File: src/rtl/hdmi_fb_pkg.sv
// Shared types and helpers for the framebuffer write arbiter.
// Holds the pixel type, the clear-engine state enum and the address-width helper.
package hdmi_fb_pkg;

  typedef logic [23:0] rgb_t;

  typedef enum logic [0:0] {
    IDLE  = 1'b0,
    CLEAR = 1'b1
  } clr_state_e;

  function automatic int fb_addr_bits(input int fb_x, input int fb_y);
    return $clog2(fb_x * fb_y);
  endfunction

endpackage

File: src/rtl/rr_arbiter.sv
// Round-robin arbiter with a registered priority pointer.
// The grant is combinational; the search starts at the pointer and wraps modulo N.
module rr_arbiter #(
  parameter int N = 4,
  localparam int IW = $clog2(N)
) (
  input  logic          clk_i,
  input  logic          rst_i,
  input  logic [N-1:0]  i_req,
  input  logic          i_advance,
  output logic [N-1:0]  o_grant,
  output logic [IW-1:0] o_grant_idx,
  output logic          o_grant_any,
  output logic [IW-1:0] o_ptr
);

  logic [IW-1:0] r_ptr;
  logic [N-1:0]  w_grant;
  logic [IW-1:0] w_idx;
  logic          w_found;

  function automatic logic [IW-1:0] rr_idx(input logic [IW-1:0] base, input int k);
    int s;
    s = (int'(base) + k) % N;
    return IW'(s);
  endfunction

  // First requester at or after the pointer wins.
  always_comb begin
    w_grant = '0;
    w_idx   = '0;
    w_found = 1'b0;
    for (int k = 0; k < N; k++) begin
      if (!w_found && i_req[rr_idx(r_ptr, k)]) begin
        w_found                    = 1'b1;
        w_idx                      = rr_idx(r_ptr, k);
        w_grant[rr_idx(r_ptr, k)]  = 1'b1;
      end else begin
        w_found = w_found;
      end
    end
  end

  always_ff @(posedge clk_i or posedge rst_i) begin
    if (rst_i) begin
      r_ptr <= '0;
    end else if (i_advance && w_found) begin
      r_ptr <= (w_idx == IW'(N - 1)) ? '0 : w_idx + 1'b1;
    end else begin
      r_ptr <= r_ptr;
    end
  end

  assign o_grant     = w_grant;
  assign o_grant_idx = w_idx;
  assign o_grant_any = w_found;
  assign o_ptr       = r_ptr;

endmodule

File: src/rtl/fb_write_arbiter.sv
// Shares the framebuffer write port between NREQ pixel producers and a
// full-frame clear engine; all pxl_* and status outputs are registered.
module fb_write_arbiter
  import hdmi_fb_pkg::*;
#(
  parameter int NREQ = 4,
  parameter int FB_X = 1280,
  parameter int FB_Y = 720,
  localparam int FB_ADDR_BITS = fb_addr_bits(FB_X, FB_Y),
  localparam int PIXELS = FB_X * FB_Y,
  localparam int ID_BITS = $clog2(NREQ)
) (
  input  logic                         clk_i,
  input  logic                         rst_i,
  input  logic [NREQ-1:0]              req_valid_i,
  input  logic [NREQ*FB_ADDR_BITS-1:0] req_addr_i,
  input  logic [NREQ*24-1:0]           req_data_i,
  output logic [NREQ-1:0]              req_ready_o,
  input  logic                         clear_start_i,
  input  rgb_t                         clear_color_i,
  output logic                         clear_busy_o,
  output logic                         clear_done_o,
  output logic                         drop_o,
  output logic [ID_BITS-1:0]           grant_id_o,
  output logic [FB_ADDR_BITS-1:0]      pxl_addr_o,
  output rgb_t                         pxl_data_o,
  output logic                         pxl_en_o
);

  localparam int AW1 = FB_ADDR_BITS + 1;
  localparam logic [FB_ADDR_BITS:0]   PIX_LIMIT = AW1'(PIXELS);
  localparam logic [FB_ADDR_BITS-1:0] LAST_ADDR = FB_ADDR_BITS'(PIXELS - 1);

  clr_state_e              r_state, w_state_nxt;
  logic [FB_ADDR_BITS-1:0] r_cnt, w_cnt_nxt;
  rgb_t                    r_color, w_color_nxt;
  logic                    r_busy, w_busy_nxt;
  logic                    r_done, w_done_nxt;
  logic                    r_drop, w_drop_nxt;
  logic                    r_pxl_en, w_en_nxt;
  logic [FB_ADDR_BITS-1:0] r_pxl_addr, w_addr_nxt;
  rgb_t                    r_pxl_data, w_data_nxt;
  logic [ID_BITS-1:0]      r_grant_id, w_id_nxt;

  logic [NREQ-1:0]         w_req;
  logic [NREQ-1:0]         w_grant;
  logic [ID_BITS-1:0]      w_idx;
  logic [ID_BITS-1:0]      w_ptr;
  logic                    w_any;
  logic                    w_idle;
  logic [FB_ADDR_BITS-1:0] w_sel_addr;
  rgb_t                    w_sel_data;
  logic                    w_in_range;

  assign w_idle = (r_state == IDLE);
  assign w_req  = w_idle ? req_valid_i : '0;

  rr_arbiter #(.N(NREQ)) u_arb (
    .clk_i       (clk_i),
    .rst_i       (rst_i),
    .i_req       (w_req),
    .i_advance   (w_idle),
    .o_grant     (w_grant),
    .o_grant_idx (w_idx),
    .o_grant_any (w_any),
    .o_ptr       (w_ptr)
  );

  // Grant is one-hot, so OR-ing the masked lanes selects the winner.
  always_comb begin
    w_sel_addr = '0;
    w_sel_data = '0;
    for (int i = 0; i < NREQ; i++) begin
      if (w_grant[i]) begin
        w_sel_addr = w_sel_addr | req_addr_i[i*FB_ADDR_BITS +: FB_ADDR_BITS];
        w_sel_data = w_sel_data | req_data_i[i*24 +: 24];
      end else begin
        w_sel_addr = w_sel_addr;
      end
    end
  end

  assign w_in_range = ({1'b0, w_sel_addr} < PIX_LIMIT);

  always_comb begin
    w_state_nxt = r_state;
    w_cnt_nxt   = r_cnt;
    w_color_nxt = r_color;
    w_busy_nxt  = 1'b0;
    w_done_nxt  = 1'b0;
    w_drop_nxt  = 1'b0;
    w_en_nxt    = 1'b0;
    w_addr_nxt  = '0;
    w_data_nxt  = '0;
    w_id_nxt    = '0;
    case (r_state)
      IDLE: begin
        if (w_any && w_in_range) begin
          w_en_nxt   = 1'b1;
          w_addr_nxt = w_sel_addr;
          w_data_nxt = w_sel_data;
          w_id_nxt   = w_idx;
        end else if (w_any) begin
          w_drop_nxt = 1'b1;
        end else begin
          w_en_nxt = 1'b0;
        end
        if (clear_start_i) begin
          w_color_nxt = clear_color_i;
          w_cnt_nxt   = '0;
          w_state_nxt = CLEAR;
          w_busy_nxt  = 1'b1;
        end else begin
          w_state_nxt = IDLE;
        end
      end
      CLEAR: begin
        w_busy_nxt = 1'b1;
        w_en_nxt   = 1'b1;
        w_addr_nxt = r_cnt;
        w_data_nxt = r_color;
        // Counter parks at the last address instead of wrapping.
        if (r_cnt == LAST_ADDR) begin
          w_done_nxt  = 1'b1;
          w_state_nxt = IDLE;
        end else begin
          w_cnt_nxt = r_cnt + 1'b1;
        end
      end
      default: begin
        w_state_nxt = IDLE;
      end
    endcase
  end

  always_ff @(posedge clk_i or posedge rst_i) begin
    if (rst_i) begin
      r_state    <= IDLE;
      r_cnt      <= '0;
      r_color    <= '0;
      r_busy     <= 1'b0;
      r_done     <= 1'b0;
      r_drop     <= 1'b0;
      r_pxl_en   <= 1'b0;
      r_pxl_addr <= '0;
      r_pxl_data <= '0;
      r_grant_id <= '0;
    end else begin
      r_state    <= w_state_nxt;
      r_cnt      <= w_cnt_nxt;
      r_color    <= w_color_nxt;
      r_busy     <= w_busy_nxt;
      r_done     <= w_done_nxt;
      r_drop     <= w_drop_nxt;
      r_pxl_en   <= w_en_nxt;
      r_pxl_addr <= w_addr_nxt;
      r_pxl_data <= w_data_nxt;
      r_grant_id <= w_id_nxt;
    end
  end

  assign req_ready_o  = w_grant;
  assign clear_busy_o = r_busy;
  assign clear_done_o = r_done;
  assign drop_o       = r_drop;
  assign grant_id_o   = r_grant_id;
  assign pxl_addr_o   = r_pxl_addr;
  assign pxl_data_o   = r_pxl_data;
  assign pxl_en_o     = r_pxl_en;

endmodule

File: config.mk
export PLATFORM = sky130hd
export DESIGN_NAME = fb_write_arbiter
export DESIGN_NICKNAME = d
export VERILOG_FILES = /design/src/rtl/hdmi_fb_pkg.sv /design/src/rtl/rr_arbiter.sv /design/src/rtl/fb_write_arbiter.sv
export SDC_FILE = /design/constraint.sdc
export NUM_CORES = 1
export LEC_CHECK = 0
export CAP_MARGIN = 10
export CORE_MARGIN = 1
export CORE_UTILIZATION = 37
export CTS_CLUSTER_DIAMETER = 40
export DETAILED_ROUTE_END_ITERATION = 16
export GPL_ROUTABILITY_DRIVEN = 0
export GPL_TIMING_DRIVEN = 0
export HOLD_SLACK_MARGIN = 0.02
export PLACE_DENSITY_LB_ADDON = 0.25
export SKIP_LAST_GASP = 1
export SLEW_MARGIN = 5
export SYNTH_ARGS = -nofsm -noshare
export SYNTH_HDL_FRONTEND = slang
export SYNTH_HIERARCHICAL = 1
export SYNTH_SLANG_ARGS = --single-unit
export TNS_END_PERCENT = 20
File: constraint.sdc
create_clock -name clk_i -period 3.15 [get_ports clk_i]
set_input_delay 0.7875 -clock clk_i [delete_from_list [all_inputs] [get_ports clk_i]]
set_output_delay 0.7875 -clock clk_i [all_outputs]
set_load 0.05 [all_outputs]
# Yosys cells after proc, flatten, opt, wreduce, memory -nomap -nowiden
# Cells that the tools add are included.
[op_classes] order_cmp=9 reduce_logical=14 bitwise=10 muxes=58 addsub=5 eq_ne=4
[op_table] cell="2-to-1 mux 20 bit" count=7
[op_table] cell="2-to-1 mux 24 bit" count=5
[op_table] cell="case mux 20 bit (2 select lines)" count=2
[op_table] cell="bitwise OR 24 bit" count=3
[op_table] cell="bitwise OR 20 bit" count=3
[op_table] cell="case mux 24 bit (2 select lines)" count=1
[op_table] cell="adder 20 x 1 -> 20 bit (second input constant)" count=1
[op_table] cell="== test 20 bit (second input constant)" count=1
[op_table] cell="less-than comparator 20 bit (second input constant)" count=1
[op_table] cell="2-to-1 mux 1 bit" count=20
[op_table] cell="2-to-1 mux 4 bit" count=5
[op_table] cell="2-to-1 mux 2 bit" count=7
[op_table] cell="less-than comparator 2 x 3 -> 1 bit (second input constant)" count=4
[op_table] cell="bitwise OR 4 bit" count=3
[op_table] cell="logical AND 1 bit" count=9
[op_table] cell="binary-select mux 1 bit (select 2 bit)" count=4
[op_table] cell="demux 1 bit (select 2 bit)" count=4
[op_table] cell=">= comparator 2 x 1 -> 1 bit (second input constant)" count=4
[op_table] cell="case mux 1 bit (2 select lines)" count=3
[op_table] cell="adder 2 x 1 -> 2 bit (second input constant)" count=2
[op_table] cell="adder 2 bit (second input constant)" count=2
[op_table] cell="!= test 2 bit (second input constant)" count=2
[op_table] cell="AND reduction 2 bit" count=2
[op_table] cell="zero test 1 bit" count=3
[op_table] cell="2 further kinds" count=2
[totals] inputBits=207 wordCells=111 reg_bits=97 out_inout_bits=54

# Logic depth before layout (Yosys ltp)
# Gate-level depths: netlist of the first run.
[logic_depth] ltp_word=24 mapped_depth=15

# Cells and area by module
# The synthesis of the first run kept the hierarchy.
[modules_own_cells] mod="fb_write_arbiter" n_inst=1 cells_each=454 area_each_um2=4867.2
[modules_own_cells] mod="rr_arbiter" n_inst=1 cells_each=59 area_each_um2=550.5

# Least setup slack after synthesis of the first run
# No wires, ideal clock.
[synth_timing] path_kind="reg2reg" from="reg r_state" to="reg r_pxl_addr[4] (netlist: pxl_addr_o[4])" arrival_ps=4176 stages_incl_launch_ff=16 required_time_ps=3029 n_path_buf=5 slack_ps=-1147 period_less_slack_ps=4297 cell_sequence="dfrtp_1 -> clkbuf_1 -> buf_1 -> nor2b_1 -> mux4_2 -> nor2b_1 -> a221oi_1 -> o2bb2ai_1 -> buf_2 -> clkbuf_1 -> a22oi_1 -> nand2_1 -> and3_1 -> o21ai_4 -> buf_6 -> a22o_1"
[synth_via] elab_cells_between_ends=38 cone_classes="1 x order compare; 23 x mux; 7 x bitwise; 7 x reduce/logical"
[synth_rtl] element="from (decl)" line="fb_write_arbiter.sv:34" text="clr_state_e r_state, w_state_nxt;"
[synth_rtl] element="from (signal assigned)" line="fb_write_arbiter.sv:149" text="r_state <= w_state_nxt;"
[synth_rtl] element="2-to-1 mux 4 bit *" line="fb_write_arbiter.sv:56" text="assign w_req = w_idle ? req_valid_i : '0;"
[synth_rtl] element="via w_req[2]" line="fb_write_arbiter.sv:45" text="logic [NREQ-1:0] w_req;"
[synth_rtl] element="binary-select mux 1 bit (select 2 bit)" line="rr_arbiter.sv:34" text="if (!w_found && i_req[rr_idx(r_ptr, k)]) begin"
[synth_rtl] element="2-to-1 mux 1 bit (not written as such)" line="rr_arbiter.sv:34"
[synth_rtl] element="2-to-1 mux 1 bit" line="rr_arbiter.sv:34"
[synth_rtl] element="zero test 1 bit" line="rr_arbiter.sv:34"
[synth_rtl] element="logical AND 1 bit" line="rr_arbiter.sv:34"
[synth_rtl] element="2-to-1 mux 1 bit" line="rr_arbiter.sv:34"
[synth_rtl] element="(+5 left out)"
[synth_rtl] element="2-to-1 mux 4 bit *" line="rr_arbiter.sv:34"
[synth_rtl] element="via req_ready_o[3]" line="fb_write_arbiter.sv:18" text="output logic [NREQ-1:0] req_ready_o,"
[synth_rtl] element="2-to-1 mux 20 bit *" line="fb_write_arbiter.sv:74" text="if (w_grant[i]) begin"
[synth_rtl] element="less-than comparator 20 bit" line="fb_write_arbiter.sv:83" text="assign w_in_range = ({1'b0, w_sel_addr} < PIX_LIMIT);"
[synth_rtl] element="logical AND 1 bit" line="fb_write_arbiter.sv:98" text="if (w_any && w_in_range) begin"
[synth_rtl] element="2-to-1 mux 20 bit *" line="fb_write_arbiter.sv:98"
[synth_rtl] element="case mux 20 bit (2 select lines) *" line="fb_write_arbiter.sv:96" text="case (r_state)"
[synth_rtl] element="via w_addr_nxt[4]" line="fb_write_arbiter.sv:41" text="logic [FB_ADDR_BITS-1:0] r_pxl_addr, w_addr_nxt;"
[synth_rtl] element="to (signal assigned)" line="fb_write_arbiter.sv:156" text="r_pxl_addr <= w_addr_nxt;"
[synth_rtl] element="to (decl)" line="fb_write_arbiter.sv:41"
# Mark *: on every way through the listed nets, which the timed path passes. The rest lies on a longest branch. The select of a mux whose other input is x is not followed.
# A chain may end at the register's enable or synchronous reset.

# Worst setup path in the final report of the first run
[layout_timing] from="in req_valid_i[1]" to="reg r_pxl_data[0] (netlist: pxl_data_o[0])"
[layout_via] elab_chain_cells=24 elab_cells_between_ends=44 cone_classes="1 x order compare; 27 x mux; 9 x bitwise; 7 x reduce/logical"
[layout_rtl] element="from (decl)" line="fb_write_arbiter.sv:15" text="input logic [NREQ-1:0] req_valid_i,"
[layout_rtl] element="2-to-1 mux 4 bit *" line="fb_write_arbiter.sv:56"
[layout_rtl] element="via w_req[1]" line="fb_write_arbiter.sv:45"
[layout_rtl] element="binary-select mux 1 bit (select 2 bit)" line="rr_arbiter.sv:34"
[layout_rtl] element="2-to-1 mux 1 bit (not written as such)" line="rr_arbiter.sv:34"
[layout_rtl] element="2-to-1 mux 1 bit" line="rr_arbiter.sv:34"
[layout_rtl] element="zero test 1 bit" line="rr_arbiter.sv:34"
[layout_rtl] element="logical AND 1 bit" line="rr_arbiter.sv:34"
[layout_rtl] element="2-to-1 mux 1 bit" line="rr_arbiter.sv:34"
[layout_rtl] element="(+10 left out)"
[layout_rtl] element="2-to-1 mux 20 bit" line="fb_write_arbiter.sv:74"
[layout_rtl] element="bitwise OR 20 bit" line="fb_write_arbiter.sv:75" text="w_sel_addr = w_sel_addr | req_addr_i[i*FB_ADDR_BITS +: FB_ADDR_BITS];"
[layout_rtl] element="2-to-1 mux 20 bit" line="fb_write_arbiter.sv:74"
[layout_rtl] element="less-than comparator 20 bit" line="fb_write_arbiter.sv:83"
[layout_rtl] element="logical AND 1 bit" line="fb_write_arbiter.sv:98"
[layout_rtl] element="2-to-1 mux 24 bit *" line="fb_write_arbiter.sv:98"
[layout_rtl] element="case mux 24 bit (2 select lines) *" line="fb_write_arbiter.sv:96"
[layout_rtl] element="via w_data_nxt[0]" line="fb_write_arbiter.sv:42" text="rgb_t r_pxl_data, w_data_nxt;"
[layout_rtl] element="to (signal assigned)" line="fb_write_arbiter.sv:157" text="r_pxl_data <= w_data_nxt;"
[layout_rtl] element="to (decl)" line="fb_write_arbiter.sv:42"
# Marks and branches as above.

==> results.md, run 1 <==
- Critical setup path kind: input port to flip-flop
- Yosys cell types: 52
- CTS sink cnt: 97
- Vias/cell: 5.69
- Final instance area: 0.00923 mm^2
- Starting Density: 38.4%
- Antenna violations before repair: 1
- Hold depth: 1
- Die Ht: 123 um
- Relative slew margins: 57.9%
- Layout area overhead: 70.4%
- Post-Route WL: 21300 um
- Largest cells by area after synthesis: dfrtp_1 (45%), a22oi_1 (11%), a22o_1 (6.6%), mux2_2 (5.0%), a21oi_1 (3.9%)
- I/O pin count: 261
- GRT overflow: 0
- Util after Layout: 65.5%
- Synthesized area per cell: 10.6 um^2
- Max_cap viols: 0
- First drt pass iteration count: 5
- R2r setup slk: -0.17 ns
- Syn Nets: 727
- EDFF count, synth: 0
- Worst Path Required: 3.43 ns
- Sum Neg Setup Slack: -6.96 ns
- Slew Limit Fails: 0
- Total area of multi-input combinational cells: 0.00297 mm^2
- Worst Skew: 0.00406 ns
- Remaining DRCs: 0
- Largest family of logic cells by synthesized area: compound AO/OA/AOI/OAI gates
- Final hold vios: 0
- DR vias: 5684
- Vias in the first global route: 5692
- H-Tree Depth: 3
- Max Used Layer: met4
- Starting DRT DRC Count: 492
- Die width: 123 um
- Syn Std Cell Area: 0.00542 mm^2
- Worst-case reg-to-reg path depth: 15
- Total CTS buffers: 9
- Register area: 0.00243 mm^2
- RSZ-0062 raised after global routing: true
- Crit-path max FO: 8
- Share of cells above drive strength 1: 18.3%
- Row count: 43
- Final Critical Period: 3.35 ns
- Sequential area share after synthesis: 44.8%
- Failing checks: negative setup slack
- Mux contribution to synthesized area: 7.55%
- Seq cells post-synth: 97
- Final setup vio count: 50
- Worst IR Drop VDD: 0.284 mV
- Final period util: 106%
- Top FF cell, synth: dfrtp_1
- Ys async rst share: 100%
- Compound-Gate Fraction of Synth Area: 28.3%
- Synth Area in Adders: 1.62%
- Routed WL per cell: 21.4 um
- Yosys warns: 6
- Pin count of the biggest net entering global routing: 65
- Max frequency: 299 MHz
- Port bufs: 260
- Core area: 0.0141 mm^2
- Antenna viol nets, final: 0
- Worst Hold Class: flip-flop to flip-flop
- Endpoint class of the critical path: flip-flop
- Reg clk slew, reported paths: 0.07 ns
- Placed cell areas: 0.00847 mm^2
- Clock latency on the worst-skew pair: 0.35 ns
- First-pass GRT wire length: 31300 um
- Wire length on met2: 10700 um
- Clock root cell: clkbuf_16
- Leakage power: 3.64 nW
- All-Layer GR Usage: 27.7%
- Met3 WL: 1630 um
- Metal1 wirelength: 8510 um
- Placed cells: 954
- Fill cell count: 1081
- CTS tree: yes
- Setup slack after layout: -0.199 ns
- Longest Clk Path Bufs: 2
- Yosys top cell area share: 44.8%
- Post-Synth XOR/XNOR Area: 2.42%
- Pwr Density: 440 mW/mm^2
- Slew @ Worst Pin: 0.630 ns
- Overall die area: 0.0151 mm^2
- Outcome: finished, violations left
- Simple-Gate Fraction of Synth Area: 10.3%
- Cells after Synth: 513
- Worst EP arrival: 3.63 ns
- DP HPWL: 15800 um
- Final net count: 1027
- Final non-filler cell total: 999
- Critical Path Source Type: input port
- Leading area contributor after synthesis: dfrtp_1
[registers in the layout (all words and copies together) (netlist names)]
signal	flops
pxl_data_o	24
clear_done_o	1
r_state	1
r_cnt	20
u_arb/o_ptr	2
pxl_en_o	1
grant_id_o	2
drop_o	1
r_color	24
pxl_addr_o	20
clear_busy_o	1
[kinds of logic after synthesis]
logic type | Yosys count
xor+xnor | 15
fa+ha+maj | 7
simple gates | 100
compound gates | 211
mux | 32
buf+inv | 51
flops | 97
[worst max-delay path, stage by stage]
cell,delay [ns]
buf_2,0.10
nor2b_4,0.14
mux4_2,0.55
buf_12,0.18
a221oi_4,0.29
o2bb2ai_4,0.09
buf_6,0.14
a22o_1,0.23
a221oi_2,0.27
nand3_2,0.16
o21ai_4,0.20
buf_12,0.17
buf_6,0.14
a22o_1,0.15
[repair_timing]
action,in CTS,in global routing
gates cloned,3,0
pin swaps,12,11
hold buffers,0,0
buffers inserted,23,4
setup endpoints to repair,52,52
gates resized for setup,80,5
[metal layers]
metal	vias up	GRT usage [%]
met5	-	0
met4	0	9.56
met3	32	4.61
met2	288	48.6
met1	2759	34.5
li1	2605	-
[power breakdown]
group	internal, mW	leakage [nW]	switching (mW)	total, mW
Combinational	0.601	2.27	0.613	1.21
Clock	0.776	0.166	0.487	1.26
Sequential	1.43	1.20	0.156	1.59
Total	2.81	3.64	1.26	4.07
[Yosys cell counts, types with 2 or more instances]
master	n
buf_1	7
a22oi_1	78
a21oi_1	42
buf_2	4
dfrtp_1	97
nor4bb_1	2
nand4_1	6
nand2b_1	3
o22ai_1	3
o31ai_1	5
nor2_1	18
nor2b_1	12
clkbuf_1	22
nand2_1	24
buf_6	7
and3_1	8
nor3_1	3
xnor2_1	3
o21ai_1	3
a31oi_1	2
a32o_1	3
o21ai_0	10
nor4_1	3
nand3_1	10
o211ai_1	4
or4_4	2
inv_1	9
clkbuf_8	2
xor2_1	12
ha_1	7
mux2_2	24
o2bb2ai_1	4
and4_1	3
mux4_2	3
mux2i_1	3
a221oi_1	9
a22o_1	41
[cells in the final DEF (no fill, tap or decap), types with 4 or more instances in the layout]
master,count
clkbuf_1,11
nand4_1,6
ha_1,6
a21oi_1,42
nor2b_1,6
nand3_1,9
inv_1,6
clkbuf_2,6
and3_1,7
clkdlybuf4s50_1,252
buf_8,6
dfrtp_1,95
o21ai_0,10
clkbuf_16,10
buf_6,10
mux2_2,24
o2bb2ai_4,4
xor2_1,12
a22oi_1,78
nand2_1,22
nor2_1,17
buf_4,26
o211ai_1,4
nor2b_4,5
a22o_1,41
o31ai_1,5
buf_2,8
a221oi_4,4
a221oi_2,5
[metrics by stage]
stage               total power [mW]  setup slack [ns]  hold slack [ns]
finish                          4.07            -0.199            0.502
global route                    4.22            -0.272            0.522
CTS                             4.08            -0.186            0.501
detailed placement              2.78             -1.22            0.486
global placement                2.74             -1.67            0.477
floorplan                       2.22            -0.268            0.469
[final timing paths]
check                                            from                         end
setup / recovery                       req_valid_i[1]     pxl_data_o[0]$_DFF_PP0_
hold / removal                r_color[21]$_DFFE_PP0P_    pxl_data_o[21]$_DFF_PP0_
setup reg to reg           u_arb/o_ptr[0]$_DFFE_PP0P_     pxl_data_o[0]$_DFF_PP0_
hold reg to reg               r_color[21]$_DFFE_PP0P_    pxl_data_o[21]$_DFF_PP0_
max in group asynchronous                       rst_i           r_state$_DFF_PP0_
min in group asynchronous                       rst_i  u_arb/o_ptr[1]$_DFFE_PP0P_
[layout make-up]
| class | instances | share of cell area [%] |
|---|---|---|
| multi-input cells | 365 | 32.2 |
| repair buffers | 290 | 31.4 |
| flip-flops and latches | 97 | 26.3 |
| plain buffers | 41 | 3.51 |
| clock buffers | 9 | 2.44 |
| well taps | 180 | 2.44 |
| clock inverters | 7 | 1.26 |
| inverters | 9 | 0.420 |
| diodes | 1 | 0.0271 |
Note: power is estimated with default switching activity, not from simulation.
==> run 2: changes to the inputs <==
Settings changed: MAX_ROUTING_LAYER from default to met4, RECOVER_POWER from default to 100.
==> results.md, run 2 (synthesis results as in run 1) <==
- Outcome: finished, violations left
- Failing checks: max-capacitance violations, negative setup slack
- Clock latency on the worst-skew pair: 0.35 ns
- Pin count of the biggest net entering global routing: 65
- Routed WL per cell: 21.3 um
- Total CTS buffers: 9
- DR vias: 5710
- Final period util: 106%
- Longest Clk Path Bufs: 2
- Antenna viol nets, final: 0
- Die Ht: 123 um
- Vias in the first global route: 5711
- RSZ-0062 raised after global routing: true
- Worst Hold Class: flip-flop to flip-flop
- GRT overflow: 0
- Crit-path max FO: 8
- Dpl ws: -1.22 ns
- Final net count: 1027
- DP HPWL: 15800 um
- Relative slew margins: 0.968%
- Hold buffers post-CTS: 0
- CTS sink cnt: 97
- Worst Hold Margin: 0.501 ns
- Core area: 0.0141 mm^2
- First-pass GRT wire length: 31200 um
- Worst Path Required: 3.43 ns
- Crit path cell chain: buf_2, nor2b_4, mux4_2, buf_12, a221oi_4, o2bb2ai_4, buf_6, a22o_1, a221oi_2, nand3_2, o21ai_4, buf_12, buf_6, a22o_1
- Remaining DRCs: 0
- Sum Neg Setup Slack: -6.72 ns
- Final Critical Period: 3.34 ns
- Vias/cell: 5.72
- Commonest non-fill, non-tap cell in the layout: clkdlybuf4s50_1
- Overall die area: 0.0151 mm^2
- First drt pass iteration count: 5
- Slew @ Worst Pin: 1.48 ns
- Final Power: 4.00 mW
- Worst EP arrival: 3.62 ns
- Clock root cell: clkbuf_16
- Final hold vios: 0
- Setup slack after layout: -0.189 ns
- Starting Density: 38.4%
- All-Layer GR Usage: 28.5%
- Post-Route WL: 21300 um
- Slew Limit Fails: 0
- H-Tree Depth: 3
- Critical path's slowest cell: mux4_2
- Endpoint class of the critical path: flip-flop
- Leakage power: 3.67 nW
- Max frequency: 299 MHz
- CTS tree: yes
- Starting DRT DRC Count: 511
- Layout area overhead: 69.4%
- Pwr Density: 436 mW/mm^2
- Max_cap viols: 1
- Most frequent cells in the layout: clkdlybuf4s50_1 (200), dfrtp_1 (95), a22oi_1 (78)
- Worst IR Drop VDD: 0.276 mV
- Final setup vio count: 49
- I/O pin count: 261
- Share of cells above drive strength 1: 17.7%
- Row count: 43
- Reg clk slew, reported paths: 0.07 ns
- Antenna violations before repair: 1
- Critical setup path kind: input port to flip-flop
- Crit path largest cell delay: 0.55 ns
- Critical Path Source Type: input port
- Die width: 123 um
- Port bufs: 260
- Worst Skew: 0.00563 ns
-- run 2: cell count changes in the layout (fill, tap and decap cells not counted), sizes merged --
cell / previous run / this run
buf: 58 / 55
clkbuf: 30 / 33
clkdlybuf4s50: 252 / 200
clkinvlp: 1 / 2
dlygate4sd3: 0 / 52
inv: 10 / 9
-- run 2: cell type report --
cell class                      instances  area [um^2]
Clock inverter                          7          116
Clock buffer                            9          225
Tap cell                              180          225
Multi-Input combinational cell        365         2940
Sequential cell                        97         2430
Antenna cell                            1         2.50
Fill cell                            1087         4920
Timing Repair Buffer                  290         2880
Inverter                                9         37.5
Buffer                                 41          322
-- run 2: timing repair --
item	4_1_cts	5_1_grt
cloned	3	0
setup buffers	23	4
pin swaps	12	11
gates resized for setup	80	5
endpoints found under the setup margin	52	52
-- run 2: metal layers --
| metal | up-vias | routed length, um | track usage, % |
|---|---|---|---|
| met1 | 2783 | 8550 | 34.5 |
| met3 | 43 | 1520 | 4.43 |
| li1 | 2600 | - | - |
| met2 | 284 | 10600 | 48.4 |
| met5 | - | 0 | - |
| met4 | 0 | 602 | 10.2 |
-- run 2: final timing paths --
kind	from	end	slack, ns	cells after the start
setup / recovery	req_valid_i[1]	pxl_data_o[0]$_DFF_PP0_	-0.19	14
hold / removal	r_color[3]$_DFFE_PP0P_	pxl_data_o[3]$_DFF_PP0_	0.50	1
setup reg to reg	u_arb/o_ptr[0]$_DFFE_PP0P_	pxl_data_o[0]$_DFF_PP0_	-0.16	15
hold reg to reg	r_color[3]$_DFFE_PP0P_	pxl_data_o[3]$_DFF_PP0_	0.50	1
max in group asynchronous	rst_i	r_state$_DFF_PP0_	0.25	3
min in group asynchronous	rst_i	u_arb/o_ptr[1]$_DFFE_PP0P_	0.81	2
-- run 2: per-stage QoR --
| step | instance area [um^2] | std cells | util [%] |
|---|---|---|---|
| finish | 9180 | 999 | 65.1 |
| global route | 9180 | 999 | 65.1 |
| CTS | 9220 | 995 | 65.4 |
| detailed placement | 8470 | 954 | 60.1 |
| global placement | 8440 | 953 | 59.9 |
| floorplan | 5610 | 513 | - |
-- run 2: power breakdown --
group	internal (mW)	switching [mW]	leakage, nW
logic	0.560	0.610	2.30
registers	1.43	0.138	1.20
clock network	0.776	0.488	0.166
-- run 2: critical path, delay by kind of cell --
family / cells / cell delay, ns
AO/OA/AOI/OAI: 6 / 1.24
buffers and inverters: 5 / 0.73
multiplexers: 1 / 0.55
AND/OR/NAND/NOR: 2 / 0.29
